## src/rtl/zrb_uart_tx_arbiter.sv

```systemverilog
// ---------------------------------------------------------------------------
// zrb_uart_tx_arbiter
//
// Purpose: round-robin packet arbiter sharing one UART transmit write port
// among NUM_REQ byte-stream requesters. A grant is held for a whole packet.
// Each packet optionally starts with a header byte (ID_BASE + requester
// index), and its payload is cut off after MAX_LEN bytes.
//
// Ports:
//   clk        in   system clock, rising edge
//   reset_n    in   asynchronous active-low reset
//   req        in   per-requester byte valid / packet in progress
//   data       in   flattened payload bytes, requester i at data[8*i +: 8]
//   last       in   per-requester "current byte is the final one"
//   ack        out  one-hot, byte of the granted requester consumed
//   grant      out  one-hot registered owner, 0 when idle
//   tx_en      in   UART TX FIFO can accept a byte
//   wr         out  write strobe to the UART TX FIFO
//   data_out   out  byte to the UART TX FIFO (valid with wr)
//   busy       out  a packet is being handled
//   forced_end out  1-cycle pulse after a packet is cut at MAX_LEN
// ---------------------------------------------------------------------------
module zrb_uart_tx_arbiter #(
  parameter int          NUM_REQ = 4,
  parameter bit          HDR_EN  = 1'b1,
  parameter logic [7:0]  ID_BASE = 8'hA0,
  parameter int          MAX_LEN = 16
) (
  input  logic                 clk,
  input  logic                 reset_n,
  input  logic [NUM_REQ-1:0]   req,
  input  logic [8*NUM_REQ-1:0] data,
  input  logic [NUM_REQ-1:0]   last,
  output logic [NUM_REQ-1:0]   ack,
  output logic [NUM_REQ-1:0]   grant,
  input  logic                 tx_en,
  output logic                 wr,
  output logic [7:0]           data_out,
  output logic                 busy,
  output logic                 forced_end
);

  localparam int IDX_W = (NUM_REQ > 1) ? $clog2(NUM_REQ) : 1;

  typedef enum logic [1:0] {
    ST_IDLE    = 2'd0,
    ST_HEADER  = 2'd1,
    ST_PAYLOAD = 2'd2
  } state_e;

  state_e             state_q, state_d;
  logic [NUM_REQ-1:0] grant_q, grant_d;
  logic [IDX_W-1:0]   gidx_q, gidx_d;
  logic [IDX_W-1:0]   ptr_q, ptr_d;
  logic [7:0]         cnt_q, cnt_d;
  logic               fe_q, fe_d;

  logic [IDX_W-1:0]   sel;
  logic               sel_vld;
  logic               req_g;
  logic               last_g;
  logic [7:0]         data_g;
  logic [8:0]         cnt_inc;
  logic               hit_max;
  logic               pay_wr;

  // Round-robin pick: scan from ptr+1 upward (cyclically). The loop runs
  // from the lowest priority to the highest so the highest-priority asserted
  // requester is the last assignment and wins.
  always_comb begin
    sel     = '0;
    sel_vld = 1'b0;
    for (int k = NUM_REQ; k >= 1; k--) begin
      if (req[(int'(ptr_q) + k) % NUM_REQ]) begin
        sel     = IDX_W'((int'(ptr_q) + k) % NUM_REQ);
        sel_vld = 1'b1;
      end
    end
  end

  assign req_g   = req[gidx_q];
  assign last_g  = last[gidx_q];
  assign data_g  = data[{gidx_q, 3'b000} +: 8];
  // Nine bits so that byte_cnt+1 is compared without wrapping.
  assign cnt_inc = {1'b0, cnt_q} + 9'd1;
  assign hit_max = (cnt_inc == 9'(MAX_LEN));
  assign pay_wr  = (state_q == ST_PAYLOAD) && tx_en && req_g;

  // Write-side outputs are combinational on tx_en/req so the FIFO captures
  // the byte on the same edge that the requester sees its ack.
  always_comb begin
    wr       = 1'b0;
    ack      = '0;
    data_out = 8'h00;
    case (state_q)
      ST_HEADER: begin
        wr       = tx_en;
        data_out = ID_BASE + {{(8-IDX_W){1'b0}}, gidx_q};
      end
      ST_PAYLOAD: begin
        wr       = pay_wr;
        data_out = data_g;
        ack      = grant_q & {NUM_REQ{pay_wr}};
      end
      default: ;
    endcase
  end

  assign grant      = grant_q;
  assign busy       = (state_q != ST_IDLE);
  assign forced_end = fe_q;

  always_comb begin
    state_d = state_q;
    grant_d = grant_q;
    gidx_d  = gidx_q;
    ptr_d   = ptr_q;
    cnt_d   = cnt_q;
    fe_d    = 1'b0;
    case (state_q)
      ST_IDLE: begin
        if (sel_vld) begin
          grant_d = NUM_REQ'(1) << sel;
          gidx_d  = sel;
          cnt_d   = 8'd0;
          state_d = HDR_EN ? ST_HEADER : ST_PAYLOAD;
        end
      end
      ST_HEADER: begin
        // Header goes out even if the requester has already dropped req.
        if (tx_en) state_d = ST_PAYLOAD;
      end
      ST_PAYLOAD: begin
        if (!req_g) begin
          // Requester withdrew: abandon the packet without writing.
          state_d = ST_IDLE;
          ptr_d   = gidx_q;
          grant_d = '0;
        end else if (tx_en) begin
          cnt_d = cnt_inc[7:0];
          if (last_g || hit_max) begin
            state_d = ST_IDLE;
            ptr_d   = gidx_q;
            grant_d = '0;
            fe_d    = !last_g;
          end
        end
      end
      default: begin
        state_d = ST_IDLE;
        grant_d = '0;
      end
    endcase
  end

  always_ff @(posedge clk or negedge reset_n) begin
    if (!reset_n) begin
      state_q <= ST_IDLE;
      grant_q <= '0;
      gidx_q  <= '0;
      ptr_q   <= IDX_W'(NUM_REQ - 1);
      cnt_q   <= 8'd0;
      fe_q    <= 1'b0;
    end else begin
      state_q <= state_d;
      grant_q <= grant_d;
      gidx_q  <= gidx_d;
      ptr_q   <= ptr_d;
      cnt_q   <= cnt_d;
      fe_q    <= fe_d;
    end
  end

endmodule

```

## config.mk

```make
export PLATFORM = sky130hd
export DESIGN_NAME = zrb_uart_tx_arbiter
export DESIGN_NICKNAME = d
export VERILOG_FILES = /design/src/rtl/zrb_uart_tx_arbiter.sv
export SDC_FILE = /design/constraint.sdc
export NUM_CORES = 1
export LEC_CHECK = 0
export CAP_MARGIN = 20
export CORE_ASPECT_RATIO = 0.7
export CORE_MARGIN = 1
export CORE_UTILIZATION = 39
export DETAILED_ROUTE_END_ITERATION = 6
export MAX_ROUTING_LAYER = met4
export PLACE_DENSITY = 0.76
export REMOVE_ABC_BUFFERS = 1
export SLEW_MARGIN = 20
export SYNTH_ARGS = -nofsm -noshare
export SYNTH_HDL_FRONTEND = slang
export SYNTH_SLANG_ARGS = --single-unit
export TNS_END_PERCENT = 100
```

## constraint.sdc

```tcl
create_clock -name clk -period 1.85 [get_ports clk]
set_input_delay 0.37 -clock clk [delete_from_list [all_inputs] [get_ports clk]]
set_output_delay 0.37 -clock clk [all_outputs]
set_load 0.05 [all_outputs]
```

== Word-level counts from Yosys, hierarchy flattened ==
Cells that the tools add are included.
Cells by class
  $add $sub $neg: 6
  reductions and logical operators: 16
  bitwise operators: 6
  equality and inequality tests: 11
  muxes and demuxes: 49
  $lt $le $gt $ge: 5
  shifts and indexed selects: 2
Operators by type and width (count)
  one-hot mux 8 bit (2 select lines): 2
  indexed part select 32 x 6 -> 8 bit: 1
  2-to-1 mux 2 bit: 12
  2-to-1 mux 8 bit: 3
  2-to-1 mux 4 bit: 5
  2-to-1 mux 1 bit: 18
  less-than comparator 3 x 4 -> 1 bit, second input constant: 4
  binary-select mux 1 bit (select 2 bit): 6
  one-hot mux 4 bit (3 select lines): 1
  AND reduction 4 bit: 3
  inequality test 2 bit, second input constant: 5
  adder 8 x 1 -> 9 bit, second input constant: 1
  equality test 9 x 5 -> 1 bit, second input constant: 1
  adder 8 x 2 -> 8 bit, first input constant: 1
  OR reduction 2 bit: 4
  one-hot mux 2 bit (3 select lines): 1
  adder 2 x 1 -> 2 bit, second input constant: 2
  adder 2 bit, second input constant: 2
  bitwise AND 1 bit, first input constant: 4
  bitwise AND 4 bit: 1
  nonzero test 2 bit: 2
  left shift 1 x 2 -> 4 bit, first input constant: 1
  less-than comparator 2 x 3 -> 1 bit, second input constant: 1
  inequality test 3 x 2 -> 1 bit, second input constant: 1
  other kinds (12): 13
Storage, ports and cells
  bits in registers: 19
  word-level logic and storage cells: 101
  bits of input ports: 43
  output and inout bits: 19

== Logic depth before layout (Yosys ltp) ==
  depth in word-level cells: 13
  mapped depth: 8
  depth with buffers taken out: 7

== Worst setup path after synthesis ==
No wires, ideal clock.
  kind: flip-flop to output port
  start point: register gidx_q[0]
  end point: output wr
  slack: -0.273 ns
  stages on the path, launching flop included: 5
  data arrival time: 1.753 ns
  data required time: 1.480 ns
  path buffers: 0
  cells stage by stage: dfrtp_1 -> mux4_2 -> and2_2 -> nor2_1 -> nor2_1
On the way
  word-level cells in the longest chain between the ends: 4
RTL lines
  start: declaration: line 53  | logic [IDX_W-1:0] gidx_q, gidx_d;
  start signal: assignment: line 167  | gidx_q <= gidx_d;
  binary-select mux 1 bit (select 2 bit): line 81  | assign req_g = req[gidx_q];
  2-to-1 mux 1 bit (not written as such): line 81
  logical AND 1 bit: line 87  | assign pay_wr = (state_q == ST_PAYLOAD) && tx_en && req_g;
  one-hot mux 1 bit (2 select lines): line 95  | case (state_q)
  end: declaration: line 37  | output logic wr,
No other way between the ends. The select of a mux whose other input is x is not followed.

== Final worst setup path ==
  start point: register gidx_q[0]
  end point: register state_q[1]
On the way
  word-level cells in the longest chain between the ends: 5
  elaborated cells on any way between the ends: 10
  those cells by class: eq/ne (2); mux (6); reduce/logical (2)
RTL lines
  binary-select mux 1 bit (select 2 bit): line 82  | assign last_g = last[gidx_q];
  2-to-1 mux 1 bit (not written as such): line 82
  logical OR 1 bit: line 141  | if (last_g || hit_max) begin
  inequality test 3 x 2 -> 1 bit (no source line)
  AND reduction 4 bit (no source line)
  end signal: assignment: line 165  | state_q <= state_d;
  end: declaration: line 51  | state_e state_q, state_d;
Several ways; a longest one is shown, not always the timed one. The select of a mux whose other input is x is not followed.
A chain may end at the register's enable or synchronous reset.

==> out/summary.txt <==
Die Ht: 54.3 um
Worst Skew: 0.0111 ns
Lkg Pwr: 1.24 nW
Post-route DRC: 0
Antenna violations before repair: 0
Synth cell types: 42
Worst-Skew Late Latency: 0.27 ns
Crit path kind: reg2reg
Finished Layout Cells: 309
Avg WL per Cell: 21.3 um
Core Region: 0.00363 sq mm
Vias in the first global route: 1767
Max_slew headroom: 0.721
Largest net degree at the start of global routing: 20
Die area: 0.00417 sq mm
Ys Warns: 0
Failing checks: setup timing
DR vias: 1765
Max FO, Critical Path: 4
Mapped Area: 0.00153 sq mm
Max cap viols: 0
Fin. Hold Viols: 0
Drt pass-1 iters: 4
Clock root cell: clkbuf_8
Clock sink total: 19
Global-route wire length before repair: 8800 um
Total GRT Usage: 0.295
Area grow syn2layout: 82.3%
Final Max Slew Viols: 0
Slowest CP cell: mux4_2
Hold slack: 0.430 ns
DR vias/cell: 5.71
Worst Tran Pin Value: 0.419 ns
Crit end category: flop
Final WL: 6570 um
H-tree Lvls: 1
Setup violators final: 29
Unrepaired setup endpoints after global routing: true
Max incr delay on CP: 0.57 ns
Number of I/O pins: 62
Setup TNS: -6.68 ns
Worst-path clk slew: 0.08 ns
Clock tree buffer depth: 2
Worst vdd ir: 1100 uV
Power density over cell area: 1530 mW/mm^2
# rows: 18
# diodes: 0
Hold Crit Class: in2async
Min Tclk post-route: 2.19 ns
Horiz. Die Dim: 76.7 um
Flops & latches, synth: 19
# hold bufs at CTS: 0
Syn Area/Cell: 9.90 sq um
Max Freq: 0.457 GHz
PnR worst setup slack: -0.338 ns
TritonCTS clock tree: built
Status: complete, but fails checks
ANT nets after route: 0
Crit start category: flop
Port bufs: 61
Nets@finish: 309
Total grt overflow: 0
Arrival time at the worst endpoint: 2.34 ns
Dpl cells: 295
Initial Util: 0.421
Gpl congestion: 0.863
Clock buffer count from CTS: 3
Fin crit share: 1.18
1st-iter DRT viols: 217
Dpl hpwl: 4060 um
Most frequent cells in the layout: buf_4 (40), clkdlybuf4s50_1 (38), dfrtp_1 (16), buf_6 (16), mux4_2 (10)
Share of layout cells above drive strength 1: 0.479
Post-synthesis cell count: 154
Pre-CTS setup slack: -0.569 ns
Worst Reg-to-Reg Cells: 6
Critical path, cell by cell: clkbuf_16 > mux4_2 > a211oi_4 > buf_6 > a21oi_4 > mux2_4
Worst EP required: 2.01 ns
Seq/Total Area, Yosys: 0.313
Commonest non-fill, non-tap cell in the layout: buf_4
## what timing repair did
action,CTS,global route
gates cloned,1,0
resized for setup,58,22
pin swaps,18,6
endpoints found under the setup margin,29,29
setup buffers,3,7
## power breakdown
part	internal [mW]	total, mW	switching, mW
sequential	0.553	0.683	0.131
clock	0.154	0.299	0.146
combinational	1.55	3.27	1.72
total	2.26	4.25	1.99
## synthesized netlist by cell type, drive strengths merged
cell | n | area (sq um)
or4 | 1 | 11.3
nor2 | 12 | 45.0
a211oi | 1 | 12.5
nand3 | 6 | 30.0
ha | 6 | 75.1
dfstp | 2 | 52.6
or2 | 1 | 6.26
nand2 | 9 | 33.8
o31ai | 2 | 15.0
inv | 8 | 30.0
nor4 | 1 | 21.3
nand2b | 1 | 6.26
o22ai | 1 | 6.26
mux2 | 7 | 78.8
a22o | 2 | 17.5
and3 | 11 | 71.3
nand4 | 1 | 6.26
or4b | 1 | 13.8
dfrtp | 17 | 425
o2bb2ai | 1 | 8.76
or2b | 1 | 7.51
nor4b | 1 | 8.76
buf | 2 | 10.0
and2 | 6 | 40.0
a2bb2oi | 2 | 17.5
o21bai | 1 | 7.51
mux4 | 10 | 225
nand3b | 2 | 15.0
nor2b | 5 | 31.3
o21ai | 12 | 63.8
clkbuf | 2 | 7.51
a21oi | 11 | 66.3
mux2i | 2 | 20.0
nor3 | 2 | 10.0
a22oi | 2 | 15.0
a31oi | 2 | 12.5
## worst paths after layout
path	start	to	slack (ns)
max	gidx_q[0]	state_q[1]	-0.34
min	reset_n	cnt_q[6]	0.43
max reg2reg	gidx_q[0]	state_q[1]	-0.34
min reg2reg	grant[0]	grant[0]	0.55
max in group asynchronous	reset_n	ptr_q[0]	1.15
min in group clk	grant[0]	grant[0]	0.55
## per-stage QoR
stage | utilization | cell area (sq um) | total power, mW
after floorplan | - | 1510 | 2.15
after global placement | 0.662 | 2400 | 3.05
after detailed placement | 0.662 | 2400 | 3.14
after CTS | 0.737 | 2670 | 3.90
after global routing | 0.767 | 2780 | 4.41
final | 0.767 | 2780 | 4.25
## worst max-delay path: cells and delay by family (launching register included)
| kind | cells | cell delay, ns |
|---|---|---|
| AOI/OAI and AO/OA | 2 | 0.45 |
| DFF | 1 | 0.44 |
| buffers and inverters | 2 | 0.34 |
| muxes | 2 | 0.86 |
## area by class of cell
class	instances	area, sq um
multi-input cells	123	1150
repair buffers	105	1020
fillers	218	846
flip-flops and latches	19	479
well taps	50	62.6
clock buffers	4	45.0
inverters	8	30.0
## logic make-up (layout without fill, tap and decap cells)
group                    count (synthesis)  count (layout)  synth area share
buffers and inverters                   12             117            0.0312
AO/OA/AOI/OAI                           37              37             0.159
AND/OR/NAND/NOR                         61              61             0.235
flip-flops                              19              19             0.313
multiplexers                            19              19             0.212
adder cells (fa/ha/maj)                  6               6            0.0492
## state kept, by name, summed over array words and instances, names as in the netlist
name and count:
cnt_q 8, grant 4, gidx_q 2, ptr_q 2
state_q 2, forced_end 1
## routing by layer
metal | vias to the layer above | routed length, um | global-route usage
met2 | 71 | 3340 | 0.528
li1 | 785 | - | -
met5 | - | 0 | -
met1 | 891 | 2760 | 0.327
met3 | 18 | 321 | 0.0717
met4 | 0 | 150 | 0.125
Note: power is estimated with default switching activity, not from simulation.
